## config.mk

```make
export PLATFORM = sky130hd
export DESIGN_NAME = reaction_judge
export DESIGN_NICKNAME = d
export VERILOG_FILES = /design/src/rtl/reaction_judge.sv
export SDC_FILE = /design/constraint.sdc
export NUM_CORES = 1
export LEC_CHECK = 0
export BUFFER_PORTS_ARGS = -buffer_cell sky130_fd_sc_hd__buf_2
export CAP_MARGIN = 20
export CORE_MARGIN = 3
export CORE_UTILIZATION = 40
export CTS_BUF_LIST = sky130_fd_sc_hd__clkbuf_4 sky130_fd_sc_hd__clkbuf_8
export DETAILED_ROUTE_END_ITERATION = 10
export PLACE_DENSITY = 0.56
export SLEW_MARGIN = 30
export SYNTH_ARGS = -nofsm -noshare
export SYNTH_HDL_FRONTEND = slang
export SYNTH_SLANG_ARGS = --single-unit
```

## constraint.sdc

```tcl
create_clock -name clk -period 3.34 [get_ports clk]
set_clock_uncertainty 0.05 [all_clocks]
set_input_delay 0.167 -clock clk [delete_from_list [all_inputs] [get_ports clk]]
set_output_delay 0.167 -clock clk [all_outputs]
set_load 0.03 [all_outputs]
```

## src/rtl/reaction_judge.sv

```systemverilog
// Reaction-time judge: launches a round, then times the player's key press against the
// generator's target LED and posts hit/miss, early, or timeout with the elapsed ms.
module reaction_judge #(
    parameter int unsigned CLK_PER_MS = 50000,
    parameter int unsigned TIMEOUT_MS = 2000
) (
    input  logic        clk,
    input  logic        rst_n,
    input  logic        det_start,
    input  logic [7:0]  led,
    input  logic [7:0]  key,
    input  logic        start_key,
    output logic        restart,
    output logic        busy,
    output logic [13:0] react_ms,
    output logic        result_valid,
    output logic        hit,
    output logic        early,
    output logic        timeout
);

    localparam int unsigned DivW = (CLK_PER_MS > 1) ? $clog2(CLK_PER_MS) : 1;

    typedef enum logic [1:0] {StIdle, StArmed, StMeasure, StDone} state_e;

    state_e state_q, state_d;

    logic [7:0]      key_q, target_q;
    logic            start_key_q;
    logic [DivW-1:0] div_cnt_q;
    logic [13:0]     ms_cnt_q, react_ms_q;
    logic            restart_q, result_valid_q, hit_q, early_q, timeout_q;

    logic [7:0] press;
    logic       go, tick, last_ms;

    assign press   = key & ~key_q;
    assign go      = start_key & ~start_key_q;
    assign tick    = (div_cnt_q == DivW'(CLK_PER_MS - 1));
    assign last_ms = (ms_cnt_q == 14'(TIMEOUT_MS - 1));

    always_ff @(posedge clk or negedge rst_n) begin
        if (!rst_n) begin
            state_q <= StIdle;
        end else begin
            state_q <= state_d;
        end
    end

    always_comb begin
        state_d = state_q;
        unique case (state_q)
            StIdle:    if (go) state_d = StArmed;
            StArmed: begin
                // det_start outranks a same-cycle press
                if (det_start)         state_d = StMeasure;
                else if (press != '0)  state_d = StDone;
            end
            StMeasure: if ((press != '0) || (tick && last_ms)) state_d = StDone;
            StDone:    if (go) state_d = StArmed;
            default:   state_d = StIdle;
        endcase
    end

    always_comb begin
        busy = (state_q == StArmed) || (state_q == StMeasure);
    end

    always_ff @(posedge clk or negedge rst_n) begin
        if (!rst_n) begin
            key_q          <= '0;
            start_key_q    <= 1'b0;
            target_q       <= '0;
            div_cnt_q      <= '0;
            ms_cnt_q       <= '0;
            react_ms_q     <= '0;
            restart_q      <= 1'b0;
            result_valid_q <= 1'b0;
            hit_q          <= 1'b0;
            early_q        <= 1'b0;
            timeout_q      <= 1'b0;
        end else begin
            key_q          <= key;
            start_key_q    <= start_key;
            restart_q      <= 1'b0;
            result_valid_q <= 1'b0;

            if (((state_q == StArmed) && det_start) || tick) begin
                div_cnt_q <= '0;
            end else begin
                div_cnt_q <= div_cnt_q + DivW'(1);
            end

            unique case (state_q)
                StIdle, StDone: begin
                    if (go) begin
                        restart_q  <= 1'b1;
                        hit_q      <= 1'b0;
                        early_q    <= 1'b0;
                        timeout_q  <= 1'b0;
                        react_ms_q <= '0;
                    end
                end
                StArmed: begin
                    if (det_start) begin
                        target_q <= led;
                        ms_cnt_q <= '0;
                    end else if (press != '0) begin
                        early_q        <= 1'b1;
                        hit_q          <= 1'b0;
                        react_ms_q     <= '0;
                        result_valid_q <= 1'b1;
                    end
                end
                StMeasure: begin
                    if (tick) ms_cnt_q <= ms_cnt_q + 14'd1;
                    // A press in the final-tick cycle wins over timeout
                    if (press != '0) begin
                        hit_q          <= (press == target_q);
                        react_ms_q     <= ms_cnt_q;
                        result_valid_q <= 1'b1;
                    end else if (tick && last_ms) begin
                        timeout_q      <= 1'b1;
                        hit_q          <= 1'b0;
                        react_ms_q     <= 14'(TIMEOUT_MS);
                        result_valid_q <= 1'b1;
                    end
                end
                default: ;
            endcase
        end
    end

    assign restart      = restart_q;
    assign react_ms     = react_ms_q;
    assign result_valid = result_valid_q;
    assign hit          = hit_q;
    assign early        = early_q;
    assign timeout      = timeout_q;

endmodule

```

==> results.json, run 1 <==
{
  "status": "complete, no violations",
  "hold_path.startpoint": "det_start",
  "end_kind": "register",
  "cts_hold_buf": 18,
  "die_h_um": 94.4,
  "design_power_total_mw": 2.54,
  "yosysUniqueCellTypes": 45,
  "die_area_mm2": 0.00891,
  "syn_inst": 289,
  "vias": 2372,
  "drt-pass1-iter-count": 4,
  "ant_nets": 0,
  "worst-slew-pin-transition_ns": 0.770,
  "drt-total-wl_um": 6750,
  "dp.cells": 424,
  "gp_congestion": 0.769,
  "dpl.hpwl_um": 4630,
  "hold_class": "input pin to register",
  "avgSynthCellArea_um2": 10.8,
  "critPathLaunch": "div_cnt_q[4]$_DFF_PN0_",
  "final_nets": 379,
  "io_buffers": 39,
  "path_class": "register to register",
  "synthesis.nets": 314,
  "initial_core_util_pct": 42.2,
  "drive_above_1_share_pct": 21.2,
  "final_cells": 458,
  "cts_sinks": 68,
  "cts-root-buf": "clkbuf_8",
  "cts-htree-levels": 3,
  "yosys_warnings": 0,
  "netlist_area_mm2": 0.00312,
  "ys.flop_type": "dfrtp_1",
  "antenna_found_initial": 0,
  "relSlewSlack_pct": 48.7,
  "cp.arrival_ns": 2.91,
  "hold_violations": 0,
  "ir_worst_vdd_uv": 455,
  "synth_top_area_share_pct": 54.5,
  "drv_slew": 0,
  "fin_setup_tns_ns": 0,
  "clk_pin_slew_worst_paths_ns": 0.07,
  "r2r_slack_ns": 0.61,
  "cp_max_fo": 9,
  "grt_pass1_wl_um": 11400,
  "synth_seq_cells": 68,
  "grt_pass1_vias": 2353,
  "finalCritPeriodShare_pct": 81.6,
  "core_mm2": 0.00741,
  "grt_overflow": 0,
  "cts_tree": "built",
  "die_width_um": 94.4,
  "dr.first_iter.drc_count": 114,
  "setup_viol": 0,
  "cts_resized": 0,
  "startpoint_type": "register",
  "viasPerCell": 5.18,
  "r2r-start": "div_cnt_q[4]$_DFF_PN0_",
  "drc": 0,
  "track_usage_pct": 16.7,
  "p_int_mw": 1.61,
  "rsz0062_at_grt": "false",
  "required_ns": 3.52,
  "yosysTopAreaCell": "dfrtp_1",
  "ctsLongestPathBuffers": 2,
  "synth_enable_flop_cells": 0,
  "clock.fmax_mhz": 367,
  "min_period_ns": 2.73,
  "power_frac_seq_pct": 42.5,
  "syn2layout_area_growth_pct": 21.9,
  "cts_buffers": 9,
  "pwr-share-clk_pct": 25.2,
  "core.rowCount": 31,
  "postCtsSetupRepairBufs": 0,
  "n_antenna_cell": 0,
  "power_density_mw_per_mm2": 667,
  "leakagePower_nw": 1.79,
  "clk_latency_ns": 0.35,
  "grt_max_degree": 35,
  "seq_area_frac_synth_pct": 54.5,
  "synth-async-reset-ratio_pct": 100,
  "synthTopCellsByArea": "dfrtp_1 (54%), xor2_1 (6.7%), nor2_1 (3.1%), mux2_2 (2.9%), nand2_1 (2.8%)",
  "num_io_pins": 40,
  "routedWlPerCell_um": 14.7,
  "p_comb_share_pct": 32.3,
  "power_switching_mw": 0.931,
  "holdWs_ns": 0.0472,
  "maxCapViolations": 0,
  "p_sw_share_pct": 36.7
}
==> path summary, 6_finish.rpt <==
path / end / cells past startpoint
worst max-delay path: hit$_DFFE_PN0P_ / 6
worst min register to register: react_ms[3]$_DFFE_PN0P_ / 1
min in group asynchronous: react_ms[13]$_DFFE_PN0P_ / 2
worst max register to register: hit$_DFFE_PN0P_ / 6
max in group asynchronous: key_q[4]$_DFF_PN0_ / 3
worst min-delay path: div_cnt_q[2]$_DFF_PN0_ / 2
==> state kept, by name (all words and copies together), names as in the netlist <==
signal        count
result_valid      1
hit               1
div_cnt_q        16
react_ms         14
early             1
timeout           1
start_key_q       1
key_q             8
ms_cnt_q         14
restart           1
target_q          8
state_q           2
==> power by group through the flow <==
stage	registers (mW)	clock network, mW	logic (mW)
after floorplan	1.16	0	0.526
after global placement	1.09	0	0.805
after detailed placement	1.09	0	0.808
after CTS	1.08	0.655	0.828
after global routing	1.10	0.697	0.918
final	1.08	0.639	0.821
==> kinds of logic (layout without fill, tap and decap cells) <==
family | after synthesis | count (layout) | synth area share [%]
multiplexers | 9 | 9 | 3.20
AO/OA/AOI/OAI | 54 | 54 | 11.6
XOR/XNOR | 26 | 26 | 7.29
adder cells (fa/ha/maj) | 5 | 5 | 2.00
AND/OR/NAND/NOR | 114 | 114 | 19.7
buffers and inverters | 13 | 83 | 1.80
flip-flops | 68 | 68 | 54.5
==> cells in the final DEF, fill, tap and decap left out, drive strengths merged, types with 8 or more instances in the layout <==
master and count:
a21oi 12, a22o 8, and3 10, buf 43, clkbuf 11, dfrtp 68, dlygate4sd3 18, mux2 8
nand2 23, nand3 14, nor2 26, nor2b 8, o21ai 17, xor2 24
==> synth_stat cells (3+ instances only) <==
| cell | number |
|---|---|
| and3_1 | 9 |
| a21oi_1 | 12 |
| a2bb2oi_1 | 6 |
| o31ai_1 | 3 |
| inv_1 | 6 |
| o21ai_0 | 16 |
| or3_1 | 5 |
| nand3_1 | 14 |
| nand4_1 | 4 |
| a22o_1 | 8 |
| nor2_1 | 26 |
| nor4_1 | 4 |
| and2_1 | 4 |
| nand2_1 | 23 |
| dfrtp_1 | 68 |
| nor2b_1 | 8 |
| ha_1 | 5 |
| or4_1 | 5 |
| xor2_1 | 24 |
| clkbuf_1 | 4 |
| mux2_2 | 8 |
==> metal layers <==
layer	track usage [%]	vias up	wire, um
met3	3.67	9	297
met2	25.1	58	3010
met1	23.5	1147	3350
li1	-	1158	-
met4	6.50	0	91
met5	0	-	0
==> worst max-delay path: stages (launching register included) <==
cell and delay [ns]:
dfrtp_1 0.41, or4_4 0.55, nor4_4 0.31, nand4_1 0.24
and3_1 0.27, or3_1 0.51, a32o_1 0.26
==> final cells by class <==
class	count	area [um^2]
fillers	678	3600
flip-flops and latches	68	1700
multi-input cells	208	1370
repair buffers	61	405
clock buffers	11	151
well taps	99	124
clock inverters	5	36.3
inverters	6	22.5
==> metrics by stage <==
stage                     instance area (um^2)  util, %  setup WS (ns)
final                                     3810     51.4          0.614
after global placement                    3440     46.4          0.720
after global routing                      3810     51.4          0.517
after CTS                                 3810     51.4          0.619
after floorplan                           3120        -          0.893
after detailed placement                  3440     46.4          0.625
Note: power is estimated with default switching activity, not from simulation.
==> run 2, diff against run 1 <==
- clock period: 3.34 -> 2.79 ns (I/O delays scaled with it)
==> run 2 against run 1 <==
  * Worst setup slack got worse by 0.44 ns
  * Clock power rose by 21%
  * Core utilization rose by 0.57 points
  * Highest routed layer unchanged
  * Register-to-register slack got worse by 0.44 ns
  * Hold slack improved by 0.28 ns
  * Largest cell class unchanged
==> results.json, run 2 (synthesis results as in run 1) <==
{
  "status": "complete, no violations",
  "grt_pass1_vias": 2224,
  "die_h_um": 94.4,
  "die_area_mm2": 0.00891,
  "power_frac_seq_pct": 42.2,
  "clk_pin_slew_worst_paths_ns": 0.08,
  "placed_area_mm2": 0.00347,
  "drv_slew": 0,
  "grtUsageMet2_pct": 22.1,
  "core_mm2": 0.00741,
  "grt_overflow": 0,
  "maxCapViolations": 0,
  "power_density_mw_per_mm2": 795,
  "cts_resized": 0,
  "cts-htree-levels": 3,
  "r2r-start": "div_cnt_q[4]$_DFF_PN0_",
  "rsz0062_at_grt": "false",
  "leakagePower_nw": 1.82,
  "final_common_cell": "dfrtp_1",
  "pwr-share-clk_pct": 25.3,
  "p_sw_share_pct": 35.6,
  "final_cell_mix": "dfrtp_1 (68), buf_2 (39), nor2_1 (26)",
  "ir_worst_vdd_uv": 499,
  "drt-total-wl_um": 6510,
  "grt-busiest-layer": "met1",
  "relSlewSlack_pct": 53.3,
  "required_ns": 2.97,
  "num_io_pins": 40,
  "hold_class": "input pin to async pin",
  "core.rowCount": 31,
  "end_kind": "register",
  "viasPerCell": 5.12,
  "drt-pass1-iter-count": 4,
  "grt.met1_usage_pct": 24.2,
  "p_comb_share_pct": 32.5,
  "grtUsageMet3_pct": 4.70,
  "syn2layout_area_growth_pct": 23.2,
  "vias": 2360,
  "cp.arrival_ns": 2.79,
  "antenna_found_initial": 0,
  "p_int_mw": 1.97,
  "path_class": "register to register",
  "ant_nets": 0,
  "drive_above_1_share_pct": 21.5,
  "gp_congestion": 0.777,
  "power_switching_mw": 1.09,
  "hold_violations": 0,
  "fin_setup_tns_ns": 0,
  "finalCritPeriodShare_pct": 93.9,
  "setup_viol": 0,
  "grt_max_degree": 41,
  "clock.fmax_mhz": 382,
  "die_width_um": 94.4,
  "drc": 0,
  "n_antenna_cell": 0,
  "cts_sinks": 68,
  "cts_buffers": 9,
  "grt_pass1_wl_um": 11000,
  "final_nets": 382,
  "dpl.hpwl_um": 4530,
  "cts-root-buf": "clkbuf_8",
  "io_buffers": 39,
  "startpoint_type": "register",
  "routedWlPerCell_um": 14.1,
  "ctsLongestPathBuffers": 2,
  "worst-slew-pin-transition_ns": 0.701,
  "cts_tree": "built",
  "fill_cells": 676,
  "largest_reg_flops": 16,
  "initial_core_util_pct": 42.2,
  "fin_area_mm2": 0.00385,
  "min_period_ns": 2.62,
  "critPathLaunch": "div_cnt_q[4]$_DFF_PN0_",
  "postCtsSetupRepairBufs": 0,
  "clk_latency_ns": 0.34,
  "track_usage_pct": 16.1,
  "top_register": "div_cnt_q",
  "dr.first_iter.drc_count": 172,
  "cp_max_fo": 9
}
-- run 2: repair_timing --
item                       4_1_cts  5_1_grt
hold endpoints to repair        46        0
hold buffers                    19        0
setup endpoints to repair        0        0
-- run 2: final timing paths --
path                       cells past startpoint                       end  slack [ns]
max in group asynchronous                      3    div_cnt_q[3]$_DFF_PN0_        1.71
setup reg to reg                               6           hit$_DFFE_PN0P_        0.17
hold reg to reg                                1  react_ms[11]$_DFFE_PN0P_        0.45
min in group clk                               2        key_q[5]$_DFF_PN0_        0.40
setup / recovery                               6           hit$_DFFE_PN0P_        0.17
hold / removal                                 2  ms_cnt_q[11]$_DFFE_PN0P_        0.32
-- run 2: per-stage QoR --
stage          setup slack, ns  utilization, %  hold slack [ns]  std cells  power (mW)
4_1_cts                  0.176            52.0            0.357        461        3.10
3_3_place_gp             0.257            46.8            0.179        426        2.28
6_report                 0.171            52.0            0.323        461        3.06
5_1_grt                 0.0341            52.0            0.387        461        3.27
2_1_floorplan            0.343               -           -0.206        289        2.02
3_5_place_dp             0.194            46.8            0.183        426        2.29
-- run 2: layout make-up --
| class | instances | area [um^2] | share of cell area, % |
|---|---|---|---|
| sequential | 68 | 1700 | 44.2 |
| multi-input combinational | 208 | 1370 | 35.5 |
| timing repair buffer | 64 | 443 | 11.5 |
| clock buffer | 13 | 173 | 4.48 |
| tap | 99 | 124 | 3.22 |
| inverter | 6 | 22.5 | 0.585 |
| clock inverter | 3 | 20.0 | 0.520 |
-- run 2: power groups by stage --
stage	combinational (mW)	clock, mW	sequential, mW
after global placement	0.977	0	1.31
after global routing	1.11	0.845	1.32
after floorplan	0.629	0	1.39
after CTS	1.01	0.801	1.29
after detailed placement	0.983	0	1.31
final	0.994	0.776	1.29
-- run 2: worst max-delay path, cell delays in order, from the launching register on --
cell and delay (ns):
dfrtp_1 0.42, or4_4 0.56, nor4_4 0.32, nand4_1 0.16, and3_1 0.22, or3_1 0.51, a32o_1 0.26
-- run 2: per-layer routing --
| layer | up-vias | share of wire [%] | wire (um) |
|---|---|---|---|
| li1 | 1174 | - | - |
| met1 | 1131 | 51 | 3320 |
| met2 | 47 | 44 | 2830 |
| met3 | 8 | 4.2 | 271 |
| met4 | 0 | 1.2 | 76 |
| met5 | - | 0 | 0 |
